<file path="config.mk">
export PLATFORM = sky130hd
export DESIGN_NAME = vga_timing_gen
export DESIGN_NICKNAME = d
export VERILOG_FILES = /design/src/rtl/vga_pkg.sv /design/src/rtl/vga_pix_div.sv /design/src/rtl/vga_timing_gen.sv
export SDC_FILE = /design/constraint.sdc
export NUM_CORES = 1
export LEC_CHECK = 0
export BUFFER_PORTS_ARGS = -buffer_cell sky130_fd_sc_hd__buf_4
export CAP_MARGIN = 30
export CORE_MARGIN = 2
export CORE_UTILIZATION = 43
export CTS_CLUSTER_SIZE = 16
export DETAILED_ROUTE_END_ITERATION = 10
export PLACE_DENSITY = 0.74
export REMOVE_ABC_BUFFERS = 1
export SLEW_MARGIN = 20
export SYNTH_ARGS = -nofsm -noshare
export SYNTH_HDL_FRONTEND = slang
export SYNTH_SLANG_ARGS = --single-unit
export TNS_END_PERCENT = 20
</file>
<file path="constraint.sdc">
create_clock -name Clk -period 2.94 [get_ports Clk]
set_input_delay 0.294 -clock Clk [delete_from_list [all_inputs] [get_ports Clk]]
set_output_delay 0.294 -clock Clk [all_outputs]
set_load 0.01 [all_outputs]
</file>
<file path="src/rtl/vga_pkg.sv">
// Shared VGA constants: 640x480@60 timing, renderer colours and the coordinate type.
package vga_pkg;

  typedef logic [9:0] coord_t;

  localparam int VGA_DIV         = 4;
  localparam int VGA_H_TOTAL     = 800;
  localparam int VGA_H_SYNC      = 96;
  localparam int VGA_H_ACT_START = 144;
  localparam int VGA_H_ACT_END   = 784;
  localparam int VGA_V_TOTAL     = 525;
  localparam int VGA_V_SYNC      = 2;
  localparam int VGA_V_ACT_START = 35;
  localparam int VGA_V_ACT_END   = 515;

  localparam logic [11:0] RED   = 12'hF00;
  localparam logic [11:0] WHITE = 12'hFFF;
  localparam logic [11:0] GRAY  = 12'h888;
  localparam logic [11:0] BLACK = 12'h000;
  localparam logic [11:0] GREEN = 12'h0F0;

endpackage

</file>
<file path="src/rtl/vga_pix_div.sv">
// Board-clock to pixel-rate divider; tick_nxt_o is the value pix_tick_o takes at the next edge.
module vga_pix_div #(
  parameter int DIV = 4
) (
  input  logic clk_i,
  input  logic rst_ni,
  output logic tick_nxt_o,
  output logic pix_tick_o
);

  localparam int CW = (DIV > 1) ? $clog2(DIV) : 1;
  localparam logic [CW-1:0] LAST = CW'(DIV - 1);

  logic [CW-1:0] cnt_q, cnt_d;
  logic          tick_q;

  // With DIV=1 the counter sits at 0 == LAST, so the tick stays high.
  always_comb begin
    cnt_d      = (cnt_q == LAST) ? '0 : cnt_q + CW'(1);
    tick_nxt_o = (cnt_d == LAST);
  end

  always_ff @(posedge clk_i) begin
    if (!rst_ni) begin
      cnt_q  <= '0;
      tick_q <= 1'b0;
    end else begin
      cnt_q  <= cnt_d;
      tick_q <= tick_nxt_o;
    end
  end

  assign pix_tick_o = tick_q;

endmodule

</file>
<file path="src/rtl/vga_timing_gen.sv">
// VGA raster timing: h/v counters, syncs, bright and frame strobes, all aligned to the counters.
// Define VGA_FRAME_COUNT_EN to add the 8-bit frame_count output.
module vga_timing_gen
  import vga_pkg::*;
#(
  parameter int DIV         = VGA_DIV,
  parameter int H_TOTAL     = VGA_H_TOTAL,
  parameter int H_SYNC      = VGA_H_SYNC,
  parameter int H_ACT_START = VGA_H_ACT_START,
  parameter int H_ACT_END   = VGA_H_ACT_END,
  parameter int V_TOTAL     = VGA_V_TOTAL,
  parameter int V_SYNC      = VGA_V_SYNC,
  parameter int V_ACT_START = VGA_V_ACT_START,
  parameter int V_ACT_END   = VGA_V_ACT_END
) (
  input  logic       Clk,
  input  logic       Reset,
  output logic [9:0] hCount,
  output logic [9:0] vCount,
  output logic       bright,
  output logic       hSync,
  output logic       vSync,
  output logic       pix_tick,
  output logic       frame_start,
  output logic       vblank_start
`ifdef VGA_FRAME_COUNT_EN
  ,
  output logic [7:0] frame_count
`endif
);

  localparam coord_t H_LAST = coord_t'(H_TOTAL - 1);
  localparam coord_t V_LAST = coord_t'(V_TOTAL - 1);
  localparam coord_t HS     = coord_t'(H_SYNC);
  localparam coord_t VS     = coord_t'(V_SYNC);
  localparam coord_t HA0    = coord_t'(H_ACT_START);
  localparam coord_t HA1    = coord_t'(H_ACT_END);
  localparam coord_t VA0    = coord_t'(V_ACT_START);
  localparam coord_t VA1    = coord_t'(V_ACT_END);

  logic   tick_nxt;
  coord_t h_q, h_d, v_q, v_d;
  logic   hs_q, vs_q, br_q, fs_q, vb_q;
  logic   fs_d, vb_d;

  vga_pix_div #(.DIV(DIV)) u_div (
    .clk_i      (Clk),
    .rst_ni     (Reset),
    .tick_nxt_o (tick_nxt),
    .pix_tick_o (pix_tick)
  );

  // Counters advance on the same edge that registers pix_tick, so they line up with it.
  always_comb begin
    h_d = h_q;
    v_d = v_q;
    if (tick_nxt) begin
      if (h_q == H_LAST) begin
        h_d = '0;
        v_d = (v_q == V_LAST) ? '0 : v_q + coord_t'(1);
      end else begin
        h_d = h_q + coord_t'(1);
      end
    end
    fs_d = tick_nxt && (h_d == '0) && (v_d == '0);
    vb_d = tick_nxt && (h_d == '0) && (v_d == VA1);
  end

  always_ff @(posedge Clk) begin
    if (!Reset) begin
      h_q  <= '0;
      v_q  <= '0;
      hs_q <= 1'b0;
      vs_q <= 1'b0;
      br_q <= 1'b0;
      fs_q <= 1'b0;
      vb_q <= 1'b0;
    end else begin
      h_q  <= h_d;
      v_q  <= v_d;
      hs_q <= (h_d >= HS);
      vs_q <= (v_d >= VS);
      br_q <= (h_d >= HA0) && (h_d < HA1) && (v_d >= VA0) && (v_d < VA1);
      fs_q <= fs_d;
      vb_q <= vb_d;
    end
  end

`ifdef VGA_FRAME_COUNT_EN
  logic [7:0] fc_q;

  always_ff @(posedge Clk) begin
    if (!Reset)    fc_q <= '0;
    else if (fs_d) fc_q <= fc_q + 8'd1;
  end

  assign frame_count = fc_q;
`endif

  assign hCount       = h_q;
  assign vCount       = v_q;
  assign hSync        = hs_q;
  assign vSync        = vs_q;
  assign bright       = br_q;
  assign frame_start  = fs_q;
  assign vblank_start = vb_q;

endmodule
</file>
; Word level (Yosys, flattened, before mapping)
; Cells that the tools add are included.
[word_totals]
regBits = 28
output_inout_bits = 26
word_cells = 37
[op_classes]
addsub = 3
order_cmp = 6
n_eq_ne = 5
n_mux = 6
n_reduce_logical = 8
[op_table]
columns = op, n
row1 = $mux 10, 5
row2 = $eq 10x10->1 const B, 3
row3 = $add 10x1->10 const B, 2
row4 = $logic_not 10->1, 2
row5 = $lt 10x10->1 const B, 2
row6 = $ge 10x2->1 const B, 1
row7 = $ge 10x6->1 const B, 1
row8 = $ge 10x7->1 const B, 1
row9 = $ge 10x8->1 const B, 1
row10 = $logic_and 1x1->1, 6
row11 = $eq 2x2->1 const B, 2
row12 = $add 2x1->2 const B, 1
row13 = $mux 2, 1

; Logic depth before layout (Yosys ltp)
[depth]
ltp_word = 8
depth_mapped = 10
mapped_depth_nobuf = 8

; Modules after synthesis
; From an unflattened synthesis, not the netlist that was laid out.
[unflattened]
cells_unflattened = 174
area_unflattened_um2 = 1519.0
[modules_own_cells]
columns = mod, instances, cells_per_inst, area_each_um2, seq_area_each_um2
row1 = vga_timing_gen, 1, 165, 1405.1, 500.5
row2 = vga_pix_div, 1, 9, 113.9, 60.1

; Least setup slack after synthesis
; No wires, ideal clock.
[synth_path]
path_type = register to register
from = register h_q[1] (netlist: hCount[1])
to = register br_q (netlist: bright)
setup_time_ps = 74
arrival_ps = 2234
t_required_ps = 2866
setup_slack_ps = 632
path_stages_with_launch = 8
path_buffers = 0
path_cell_list = dfxtp_1 -> ha_1 -> and4_1 -> nand4_1 -> o31ai_1 -> o211ai_2 -> or3_1 -> a31oi_1
[synth_between]
elab_chain_len = 7
[synth_rtl]
columns = element, line_no
row1 = start: declaration, vga_timing_gen.sv:42  ; coord_t h_q, h_d, v_q, v_d;
row2 = start signal: assignment, vga_timing_gen.sv:71  ; h_q <= '0;
row3 = start signal: assignment, vga_timing_gen.sv:79  ; h_q <= h_d;
row4 = $add 10x1->10 / $eq 10x10->1 (equally long branches), "vga_timing_gen.sv:62, vga_timing_gen.sv:58"
row5 = $mux 10, vga_timing_gen.sv:58  ; if (h_q == H_LAST) begin
row6 = $mux 10, vga_timing_gen.sv:57  ; if (tick_nxt) begin
row7 = $ge 10x8->1 / $lt 10x10->1 (equally long branches), vga_timing_gen.sv:83  ; br_q <= (h_d >= HA0) && (h_d < HA1) && (v_d >= VA0) && (v_d < VA1);
row8 = $logic_and 1x1->1 (2 in a row), vga_timing_gen.sv:83
row9 = $logic_and 1x1->1 (*), vga_timing_gen.sv:83
row10 = end signal: assignment, vga_timing_gen.sv:83
row11 = end: declaration, vga_timing_gen.sv:43  ; logic hs_q, vs_q, br_q, fs_q, vb_q;
; Mark *: on every way between the ends. The rest lies on a longest branch, timed or not.
; A chain may end at the register's enable or synchronous reset.

; Final worst setup path
[layout_path]
from = register h_q[1] (netlist: hCount[1])
to = register vb_q (netlist: vblank_start)
[layout_between]
elab_chain_len = 6
[layout_rtl]
columns = element, line_no
row1 = $add 10x1->10 / $eq 10x10->1 (equally long branches), "vga_timing_gen.sv:62, vga_timing_gen.sv:58"
row2 = $mux 10, vga_timing_gen.sv:58
row3 = $mux 10, vga_timing_gen.sv:57
row4 = $logic_not 10->1, vga_timing_gen.sv:66  ; vb_d = tick_nxt && (h_d == '0) && (v_d == VA1);
row5 = $logic_and 1x1->1, vga_timing_gen.sv:66
row6 = $logic_and 1x1->1 (*), vga_timing_gen.sv:66
row7 = end signal: assignment, vga_timing_gen.sv:85  ; vb_q <= vb_d;
row8 = end: declaration, vga_timing_gen.sv:43
; Marked as above.

==> impl_metrics.xml <==
<?xml version="1.0" encoding="UTF-8"?>
<metrics>
  <group name="run_status">
    <metric name="status" unit="">finished, final reports clean</metric>
  </group>
  <group name="cts">
    <metric name="postCtsSetupBuffers" unit="">0</metric>
    <metric name="cts.hold.buffers_added" unit="">0</metric>
    <metric name="clk_pin_slew" unit="ns">0.15</metric>
    <metric name="ctsHtreeMaxLevel" unit="">1</metric>
    <metric name="tritoncts_num_sinks" unit="">28</metric>
    <metric name="clock_insertion_delay_worst_skew" unit="ns">0.33</metric>
    <metric name="post_cts_resized" unit="">0</metric>
    <metric name="clock_path_buffers" unit="">2</metric>
    <metric name="tritoncts" unit="">yes</metric>
    <metric name="cts_buffers" unit="">3</metric>
    <metric name="cts.root.buffer_cell" unit="">clkbuf_4</metric>
  </group>
  <group name="hold_path">
    <metric name="timing.hold.worst_path_depth" unit="">3</metric>
    <metric name="hp-start" unit="">Reset</metric>
    <metric name="hold-path-endpoint" unit="">hSync</metric>
    <metric name="holdCritPathClass" unit="">in -&gt; reg</metric>
  </group>
  <group name="setup_path">
    <metric name="path_cells" unit="">ha_1 &gt; and4_1 &gt; nand4_1 &gt; o31ai_2 &gt; o211ai_2 &gt; nor4_1 &gt; nor3b_1</metric>
    <metric name="critical-path-max-stage-delay" unit="ns">0.47</metric>
    <metric name="cp_top_family" unit="">simple AND/OR/NAND/NOR gates</metric>
    <metric name="critical_path_cell_count" unit="">7</metric>
    <metric name="critical_path.endpoint_type" unit="">flop</metric>
    <metric name="crit_required" unit="ns">3.21</metric>
    <metric name="setup.reg_to_reg.worst_slack" unit="ns">0.28</metric>
    <metric name="crit_buf_inv" unit="">0</metric>
    <metric name="critical_path.max_fanout" unit="">8</metric>
    <metric name="reg2reg_start" unit="">hCount[1]</metric>
    <metric name="setup.worst_path.start_class" unit="">flop</metric>
    <metric name="reg2regPathDepth" unit="">7</metric>
    <metric name="classification_of_the_worst_setup_path" unit="">reg -&gt; reg</metric>
    <metric name="cpMaxStageDelayCell" unit="">o31ai_2</metric>
    <metric name="timing.critical_path.arrival" unit="ns">2.93</metric>
    <metric name="reg2reg_to" unit="">vblank_start</metric>
  </group>
  <group name="drt">
    <metric name="via_count" unit="">1538</metric>
    <metric name="ant_nets" unit="">0</metric>
    <metric name="route.detailed.drc" unit="">0</metric>
    <metric name="route.detailed.wl_per_inst" unit="um">14.19</metric>
    <metric name="drt_pass1_iterations" unit="">4</metric>
    <metric name="drt-initial-drc-count" unit="">84</metric>
    <metric name="final_routed_wirelength_across_all_metal_layers" unit="um">3732</metric>
    <metric name="via_per_inst" unit="">5.848</metric>
  </group>
  <group name="placement">
    <metric name="io_buffers" unit="">27</metric>
    <metric name="gp_congestion" unit="">0.9267</metric>
    <metric name="dpl.hpwl" unit="um">2718</metric>
    <metric name="preCtsSetupSlack" unit="ns">0.3876</metric>
    <metric name="place_inst" unit="">259</metric>
  </group>
  <group name="synthesis">
    <metric name="synth_warnings" unit="">0</metric>
    <metric name="synth_register_bits" unit="">28</metric>
    <metric name="synthesis.area" unit="um2">1574</metric>
    <metric name="post_synth.cell_area_avg" unit="um2">8.372</metric>
    <metric name="synth-edff-count" unit="">0</metric>
    <metric name="syn_inst" unit="">188</metric>
    <metric name="synth-seq-area-share" unit="%">35.61</metric>
    <metric name="synth_flop_cell" unit="">dfxtp_1</metric>
    <metric name="synth-async-reset-ratio" unit="%">0</metric>
    <metric name="synth_top_area_cell" unit="">dfxtp_1</metric>
    <metric name="yosysUniqueCellTypes" unit="">48</metric>
    <metric name="synth_top_area_share" unit="%">35.61</metric>
    <metric name="synth_area_leaders" unit="">dfxtp_1, nor2_1, nand2_1</metric>
  </group>
  <group name="floorplan">
    <metric name="core.rowCount" unit="">21</metric>
    <metric name="dieWidth" unit="um">64.50</metric>
    <metric name="core_region_area" unit="um2">3416</metric>
    <metric name="initial_core_util" unit="%">46.08</metric>
    <metric name="top_level_ports" unit="">28</metric>
    <metric name="die_h" unit="um">64.50</metric>
    <metric name="floorplan.die_area" unit="um2">4160</metric>
  </group>
  <group name="global_routing">
    <metric name="grt_start_max_net_pins" unit="">20</metric>
    <metric name="global_route.overflow_total" unit="">0</metric>
    <metric name="first_pass_grt_wire_length" unit="um">6113</metric>
    <metric name="track_usage" unit="%">18.53</metric>
    <metric name="first_global_vias" unit="">1344</metric>
    <metric name="antenna_found_initial" unit="">0</metric>
  </group>
  <group name="power">
    <metric name="vdd_ir_drop_max" unit="uV">202.3</metric>
    <metric name="share_clk_of_total_power" unit="%">30.0</metric>
    <metric name="seqPwrFrac" unit="%">61.2</metric>
    <metric name="comb_power_share" unit="%">8.8</metric>
    <metric name="p_leak" unit="nW">0.7028</metric>
    <metric name="internal-power" unit="mW">0.4906</metric>
    <metric name="p_switching" unit="mW">0.1577</metric>
    <metric name="switching_share" unit="%">24.33</metric>
    <metric name="powerDensity" unit="nW/um2">345.4</metric>
    <metric name="total_power" unit="mW">0.6483</metric>
  </group>
  <group name="cells_and_area">
    <metric name="final_layout_size_suffix_gt1_share" unit="%">22.12</metric>
    <metric name="finish.net_count" unit="">225</metric>
    <metric name="area.sequential" unit="um2">560.5</metric>
    <metric name="areaGrowthSynthToFinish" unit="%">19.24</metric>
    <metric name="layoutNonFillerInstCount" unit="">263</metric>
    <metric name="antenna_cells_inserted" unit="">0</metric>
    <metric name="n_fill_cell" unit="">338</metric>
    <metric name="final_common_cell" unit="">buf_4</metric>
    <metric name="multi_input_area" unit="um2">967.2</metric>
    <metric name="layout.cells.most_common_list" unit="">buf_4, dfxtp_1, nor2_1</metric>
  </group>
  <group name="sta">
    <metric name="max_freq" unit="MHz">375.6</metric>
    <metric name="tns" unit="ns">0</metric>
    <metric name="period_minus_slack" unit="ns">2.662</metric>
    <metric name="fin_crit_sh" unit="%">90.55</metric>
    <metric name="tightest_pin_transition" unit="ns">0.5788</metric>
    <metric name="final_hold_viol_count" unit="">0</metric>
    <metric name="total_count_of_max_transition_violations_in_the_final_report" unit="">0</metric>
    <metric name="final_critical_path_setup_slack" unit="ns">0.2778</metric>
    <metric name="setup_viol" unit="">0</metric>
    <metric name="final.setup_skew" unit="ns">0.001562</metric>
    <metric name="slew-limit-headroom" unit="%">60.88</metric>
  </group>
  <group name="flow_run">
    <metric name="timing.max_cap.violations" unit="">0</metric>
  </group>
</metrics>
## final cells by class
cell class                      count  share of cell area [%]
Multi-Input combinational cell    147                   51.53
Sequential cell                    28                   29.87
Timing Repair Buffer               30                   12.00
Tap cell                           46                   3.067
Clock buffer                        4                   1.933
Inverter                            8                   1.600
## worst max path at each step
stage | start | to | slack, ns
floorplan | hCount[1] | bright | 0.41
global placement | hCount[1] | vblank_start | 0.50
detailed placement | hCount[1] | vblank_start | 0.39
CTS | hCount[1] | vblank_start | 0.35
global route | hCount[1] | vblank_start | -0.02
finish | hCount[1] | vblank_start | 0.28
## Yosys cell counts (2+ instances only)
library cell and instances:
o31ai_1 3, and3_1 2, nor4_1 4, xor2_1 4, o21ai_0 6, nor2_1 23, a31oi_1 7, clkbuf_1 3
nand2_1 17, a21oi_1 9, xnor2_1 6, buf_6 2, nand4_1 5, inv_1 7, nor3_1 9, and4_1 2
nand3_1 12, ha_1 5, or3_1 2, and2_1 3, dfxtp_1 28, mux2i_1 3
## layer usage
metal  routed length, um  up-vias  track usage (%)  part of all wire, %
met2                1703       60            28.78                   46
met5                   0        -                0                    0
met4                  44        0            6.383                  1.2
met3                 277        6            2.431                  7.4
met1                1707      722            26.37                   46
li1                    -      750                -                    -
## power groups by stage
stage | logic (mW) | clock network (mW) | registers (mW)
3_3_place_gp | 0.0567 | 0 | 0.405
5_1_grt | 0.0636 | 0.213 | 0.399
2_1_floorplan | 0.0331 | 0 | 0.407
6_report | 0.0569 | 0.194 | 0.397
4_1_cts | 0.0566 | 0.199 | 0.397
3_5_place_dp | 0.0564 | 0 | 0.405
## worst register-to-register path: cells and delay by family (launching register included)
family,cells,cell delay (ns)
AOI/OAI and AO/OA,2,0.64
adders and majority gates,1,0.25
DFF,1,0.45
and+or+nand+nor,4,1.25
## through the flow
stage | hold slack (ns) | util, % | cell area, um2
after detailed placement | 0.4445 | 53.37 | 1823
final | 0.2209 | 54.95 | 1877
after floorplan | 0.4025 | - | 1540
after global placement | 0.4396 | 53.37 | 1823
after global routing | 0.2370 | 54.95 | 1877
after CTS | 0.2184 | 54.43 | 1859
## logic make-up (layout without fill, tap and decap cells)
family	Yosys count	in the layout	share of synthesized area, %
xor+xnor	10	10	5.564
compound gates	39	39	17.25
mux	4	4	2.861
simple gates	89	89	30.68
flops	28	28	35.61
buf+inv	13	42	4.054
fa+ha+maj	5	5	3.975
Note: power is estimated with default switching activity, not from simulation.
